## src/rtl/imm_gen_pipe.sv

```systemverilog
`default_nettype none
// ============================================================================
// Module      : imm_gen_pipe
// Description : Registered RISC-V immediate generator for the decode stage.
//               The instruction format is derived from the opcode. The
//               immediate is sign-extended to XLEN and the PC-relative
//               target is computed. Both results leave through a valid/ready
//               stage, with an optional 2-entry skid buffer.
//
// Parameters  : XLEN  - datapath width, 32 or 64
//               SKID  - 1: main + skid register (in_ready is registered)
//                       0: single output register (in_ready = !full || drain)
//
// Ports       : clk          in   rising-edge clock
//               rst          in   synchronous active-high reset
//               in_valid     in   in_instr / in_pc valid
//               in_ready     out  block can accept
//               in_instr     in   32-bit instruction word
//               in_pc        in   instruction address (XLEN)
//               out_valid    out  result valid
//               out_ready    in   consumer accepts
//               out_imm      out  sign-extended immediate (XLEN)
//               out_type     out  000 I, 001 S, 010 B, 011 U, 100 J,
//                                 101 R, 111 illegal
//               out_target   out  in_pc + out_imm, modulo 2^XLEN
//               out_illegal  out  unrecognised encoding
//
// Revision    : 1.0 - initial release
// ============================================================================
module imm_gen_pipe #(
    parameter int XLEN = 32,
    parameter int SKID = 1
) (
    input  logic            clk,
    input  logic            rst,
    input  logic            in_valid,
    output logic            in_ready,
    input  logic [31:0]     in_instr,
    input  logic [XLEN-1:0] in_pc,
    output logic            out_valid,
    input  logic            out_ready,
    output logic [XLEN-1:0] out_imm,
    output logic [2:0]      out_type,
    output logic [XLEN-1:0] out_target,
    output logic            out_illegal
);

    // Format encodings presented on out_type
    localparam logic [2:0] c_type_i   = 3'b000;
    localparam logic [2:0] c_type_s   = 3'b001;
    localparam logic [2:0] c_type_b   = 3'b010;
    localparam logic [2:0] c_type_u   = 3'b011;
    localparam logic [2:0] c_type_j   = 3'b100;
    localparam logic [2:0] c_type_r   = 3'b101;
    localparam logic [2:0] c_type_ill = 3'b111;

    // Stage payload: {illegal, type, imm, target}
    localparam int c_dw = 2 * XLEN + 4;

    // ------------------------------------------------------------------
    // Combinational decode
    // ------------------------------------------------------------------
    logic [2:0]      w_type;
    logic            w_illegal;
    logic [31:0]     w_imm32;
    logic [XLEN-1:0] w_imm;
    logic [XLEN-1:0] w_target;
    logic [c_dw-1:0] w_dec;

    always_comb begin
        w_type = c_type_ill;
        case (in_instr[6:0])
            7'b0000011,
            7'b0010011,
            7'b1100111,
            7'b1110011: w_type = c_type_i;
            7'b0011011: if (XLEN == 64) w_type = c_type_i;   // OP-IMM-32
            7'b0100011: w_type = c_type_s;
            7'b1100011: w_type = c_type_b;
            7'b0110111,
            7'b0010111: w_type = c_type_u;
            7'b1101111: w_type = c_type_j;
            7'b0110011: w_type = c_type_r;
            7'b0111011: if (XLEN == 64) w_type = c_type_r;   // OP-32
            default:    w_type = c_type_ill;
        endcase
        // Compressed / non-32-bit encodings are not handled here
        if (in_instr[1:0] != 2'b11) begin
            w_type = c_type_ill;
        end
    end

    assign w_illegal = (w_type == c_type_ill);

    // Every format's immediate fits in 32 bits sign-extended from bit 31,
    // so build the 32-bit value first and widen once afterwards.
    always_comb begin
        w_imm32 = 32'd0;
        case (w_type)
            c_type_i: w_imm32 = {{20{in_instr[31]}}, in_instr[31:20]};
            c_type_s: w_imm32 = {{20{in_instr[31]}}, in_instr[31:25],
                                 in_instr[11:7]};
            c_type_b: w_imm32 = {{19{in_instr[31]}}, in_instr[31], in_instr[7],
                                 in_instr[30:25], in_instr[11:8], 1'b0};
            c_type_u: w_imm32 = {in_instr[31:12], 12'd0};
            c_type_j: w_imm32 = {{11{in_instr[31]}}, in_instr[31],
                                 in_instr[19:12], in_instr[20],
                                 in_instr[30:21], 1'b0};
            default:  w_imm32 = 32'd0;
        endcase
    end

    assign w_imm    = {{(XLEN-31){w_imm32[31]}}, w_imm32[30:0]};
    assign w_target = in_pc + w_imm;
    assign w_dec    = {w_illegal, w_type, w_imm, w_target};

    // ------------------------------------------------------------------
    // Handshake and output stage
    // ------------------------------------------------------------------
    logic            r_m_valid;
    logic [c_dw-1:0] r_m_data;
    logic            w_in_ready;
    logic            w_acc;
    logic            w_main_load;
    logic            w_main_in_valid;
    logic [c_dw-1:0] w_main_in;

    // Nothing is accepted while reset is held; readiness returns as soon
    // as reset is released.
    assign in_ready    = w_in_ready && !rst;
    assign w_acc       = in_valid && in_ready;
    // Main register may take new content whenever it is empty or draining
    assign w_main_load = !r_m_valid || out_ready;

    generate
        if (SKID != 0) begin : g_skid
            logic            r_s_valid;
            logic [c_dw-1:0] r_s_data;

            // Skid only fills when main is occupied and stalled; it always
            // empties into main on the first edge that main can load.
            always_ff @(posedge clk) begin
                if (rst) begin
                    r_s_valid <= 1'b0;
                    r_s_data  <= '0;
                end else if (w_main_load) begin
                    r_s_valid <= 1'b0;
                end else if (w_acc) begin
                    r_s_valid <= 1'b1;
                    r_s_data  <= w_dec;
                end
            end

            // Registered readiness: no combinational path from out_ready
            assign w_in_ready      = !r_s_valid;
            // Older skid entry has priority to keep FIFO order
            assign w_main_in_valid = r_s_valid || w_acc;
            assign w_main_in       = r_s_valid ? r_s_data : w_dec;
        end else begin : g_noskid
            assign w_in_ready      = !r_m_valid || out_ready;
            assign w_main_in_valid = w_acc;
            assign w_main_in       = w_dec;
        end
    endgenerate

    always_ff @(posedge clk) begin
        if (rst) begin
            r_m_valid <= 1'b0;
            r_m_data  <= '0;
        end else if (w_main_load) begin
            r_m_valid <= w_main_in_valid;
            if (w_main_in_valid) begin
                r_m_data <= w_main_in;
            end
        end
    end

    assign out_valid = r_m_valid;
    assign {out_illegal, out_type, out_imm, out_target} = r_m_data;

endmodule
`default_nettype wire
```

## config.mk

```make
export PLATFORM = sky130hd
export DESIGN_NAME = imm_gen_pipe
export DESIGN_NICKNAME = d
export VERILOG_FILES = /design/src/rtl/imm_gen_pipe.sv
export SDC_FILE = /design/constraint.sdc
export NUM_CORES = 1
export LEC_CHECK = 0
export CORE_UTILIZATION = 45
export DETAILED_ROUTE_END_ITERATION = 8
export PLACE_DENSITY_LB_ADDON = 0.3
export SYNTH_ARGS = -nofsm -noshare
export SYNTH_HDL_FRONTEND = slang
export SYNTH_SLANG_ARGS = --single-unit
```

## constraint.sdc

```tcl
create_clock -name clk -period 4.7 [get_ports clk]
set_input_delay 0.705 -clock clk [delete_from_list [all_inputs] [get_ports clk]]
set_output_delay 0.705 -clock clk [all_outputs]
set_load 0.02 [all_outputs]
```

==> flow_metrics.tcl <==
set metrics [dict create \
    syn_area_sq_um 7470 \
    cts_made_buffers 17 \
    synth_top_area_cell "dfxtp_1" \
    path_cells "clkdlybuf4s50_1, or3b_1, a21oi_1, o21a_1, a21oi_1, nor2b_1, ha_1, inv_1, fa_1, nor2b_1, o2111ai_1, a21oi_1, buf_4, o21ai_0, a21oi_1, a31oi_1, xor2_1, a2111oi_0" \
    fp.dieArea_sq_um 17100 \
    overflow 0 \
    avgSynthCellArea_sq_um 7.85 \
    layout_min_cycle_time_ps 4390 \
    io_pins 138 \
    synth_top_family_by_area "compound AO/OA/AOI/OAI gates" \
    layout-area-overhead-vs-synth_pct 36.0 \
    power_density_nw_per_um2 315 \
    synthTopCellsByArea "dfxtp_1 (37%), nand2_1 (8.3%), a21oi_1 (7.4%)" \
    ant_nets 0 \
    synth_fa_ha_area_frac 0.0546 \
    met2_length_mm 10.1 \
    critPathLaunchType "input port" \
    gp_congestion 0.916 \
    synth_most_common_cell "nand2_1" \
    slowest_delay_ps 520 \
    synth_compound_area_frac 0.266 \
    syn_inst 951 \
    yosysTopAreaCellShare 0.370 \
    yosys-mux-area-fraction 0.0255 \
    holdWs_ps 448 \
    cts_root_buffer "clkbuf_16" \
    worstSetupPathType "input port to flip-flop" \
    fp.dieH_um 131 \
    clk_latency_ps 430 \
    cts.htree.levels 4 \
    fmax_mhz 228 \
    port_buffers 137 \
    p_int_mw 2.39 \
    crit_family "compound AO/OA/AOI/OAI gates" \
    slew-limit-headroom 0.378 \
    met3_length_mm 1.16 \
    yosysSeqAreaShare 0.370 \
    tritoncts "done" \
    path_buf_inv 3 \
    status "completed" \
    finalClockSkew_ps 8.82 \
    hpwlAfterDp_mm 16.0 \
    total_power_mw 3.20 \
    finalNetCount 1228 \
    drc 0 \
    grt_pass1_vias 6849 \
    ir_drop_v 0.000254 \
    cts.sinks 138 \
    tightest_slew_ps 930 \
    drtPass1Iterations 5 \
    pwr-share-clk 0.462 \
    die_w_um 131 \
    period_share 0.934 \
    hold_path.class "flip-flop to flip-flop" \
    diodes 0 \
    hold_viol_final 0 \
    grtUsageTotal 0.272 \
    rsz0062_at_grt "no" \
    clkTransAtPathRegs_ps 60 \
    routed_wl_mm 22.5 \
    clockBufferDepth 2 \
    ys_async_sr_fraction 0 \
    grt_first_pass_wirelength_mm 35.3 \
    synth_nets 1051 \
    grt_max_degree 81 \
    highest_layer "met4" \
    synthSimpleGateAreaFrac 0.206 \
    crit_fanout 4 \
    drt-met1-wl_mm 10.7 \
    p_leak_nw 4.19 \
    critical_path_arrival_ps 4710 \
    synthTopCellsByCount "nand2_1 (166), dfxtp_1 (138), a21oi_1 (111)" \
    crit_slowest_cell "clkdlybuf4s50_1" \
    floorplan.initialDensity 0.465 \
    yosysWarnings 0 \
    ys_ff_latch 138 \
    synth_xor_area_frac 0.0305 \
    antenna_found_initial 0 \
    drive_gt1_frac 0.124 \
    switching_power_mw 0.811 \
    coreArea_sq_um 16100 \
    drt-initial-drc-count 568 \
    synth_cell_types 72 \
    yosys_most_used_dff "dfxtp_1" \
    end_kind "flip-flop" \
    wl_per_cell_um 16.6 \
    sequentialPowerShare 0.386 \
    pwr-share-comb 0.152 \
    crit_path_frequent_cell "a21oi_1" \
    synth_edf_count 0 \
    p_sw_frac 0.253 \
    post_drt_via_cell_ratio 5.52 \
    setup_viol 0 \
    maxCapViolations 0 \
    num_rows 46 \
    crit_required_ps 5020 \
    vias 7488 \
    slew_violations 0 \
]
[final timing paths]
check                         from             endpoint  cells past startpoint  slack, ps
setup / recovery       in_instr[4]         r_m_data[28]                     18        310
hold / removal        r_m_data[58]         r_m_data[58]                      2        450
setup reg to reg  g_skid.r_s_valid  g_skid.r_s_data[25]                      6       2240
hold reg to reg       r_m_data[58]         r_m_data[58]                      2        450
[layout by cell type, fill, tap and decap left out, types with 13 or more instances in the layout]
master and count:
nor3_1 15, nand2b_1 18, nand3_1 13, a21oi_1 111, a21o_1 25, ha_1 31, o21ai_0 33, inv_1 15
a211oi_1 41, buf_4 86, clkbuf_16 17, xor2_1 15, o211ai_1 21, clkdlybuf4s50_1 136, dfxtp_1 137, mux2i_1 19
nor2_1 88, nand2_1 166
[metrics by stage]
step                TNS, ps  utilization  setup WS, ps  cells  area (sq um)
CTS                       0        0.631           282   1357         10100
global route              0        0.632          19.9   1357         10200
floorplan                 0            -           491    951          7470
detailed placement     -785        0.591          -153   1325          9490
finish                    0        0.632           309   1357         10200
global placement      -4.50        0.591         -4.50   1325          9490
[registers in the layout, indices dropped and copies added (netlist names)]
register          cells
g_skid.r_s_data      68
r_m_data             68
g_skid.r_s_valid      1
out_valid             1
[cells by family (layout without fill, tap and decap cells)]
family	after synthesis	in the layout
AND/OR/NAND/NOR	349	349
AO/OA/AOI/OAI	305	305
flip-flops	138	138
buffers and inverters	82	272
adder cells (fa/ha/maj)	32	32
XOR/XNOR	26	26
multiplexers	19	19
[power by group through the flow]
stage / registers, mW / clock network (mW) / logic, mW
final: 1.24 / 1.48 / 0.488
after global routing: 1.24 / 1.54 / 0.526
after CTS: 1.24 / 1.49 / 0.484
after detailed placement: 1.26 / 0 / 0.480
after global placement: 1.26 / 0 / 0.477
after floorplan: 1.29 / 0 / 0.219
[tightest hold or removal path, stage by stage (launching register included)]
cell,delay [ps]
dfxtp_1,310
nand2_1,50
a21oi_1,50
[what timing repair did]
action / 4_1_cts / 5_1_grt
hold buffers: 0 / 0
buffers inserted: 0 / 0
resized for setup: 0 / 4
setup endpoints to repair: 0 / 6
[area by class of cell]
| type | count | area [sq um] |
|---|---|---|
| Clock buffer | 21 | 450 |
| Clock inverter | 11 | 193 |
| Fill cell | 1406 | 5900 |
| Inverter | 17 | 63.8 |
| Multi-Input combinational cell | 731 | 4390 |
| Sequential cell | 138 | 2760 |
| Tap cell | 216 | 270 |
| Timing Repair Buffer | 223 | 2030 |
[per-layer routing]
| metal | vias up | global-route usage |
|---|---|---|
| met5 | - | 0 |
| met4 | 0 | 0.0892 |
| met3 | 34 | 0.0578 |
| met2 | 225 | 0.436 |
| met1 | 3508 | 0.364 |
| li1 | 3721 | - |
(Power assumes the default switching activity.)
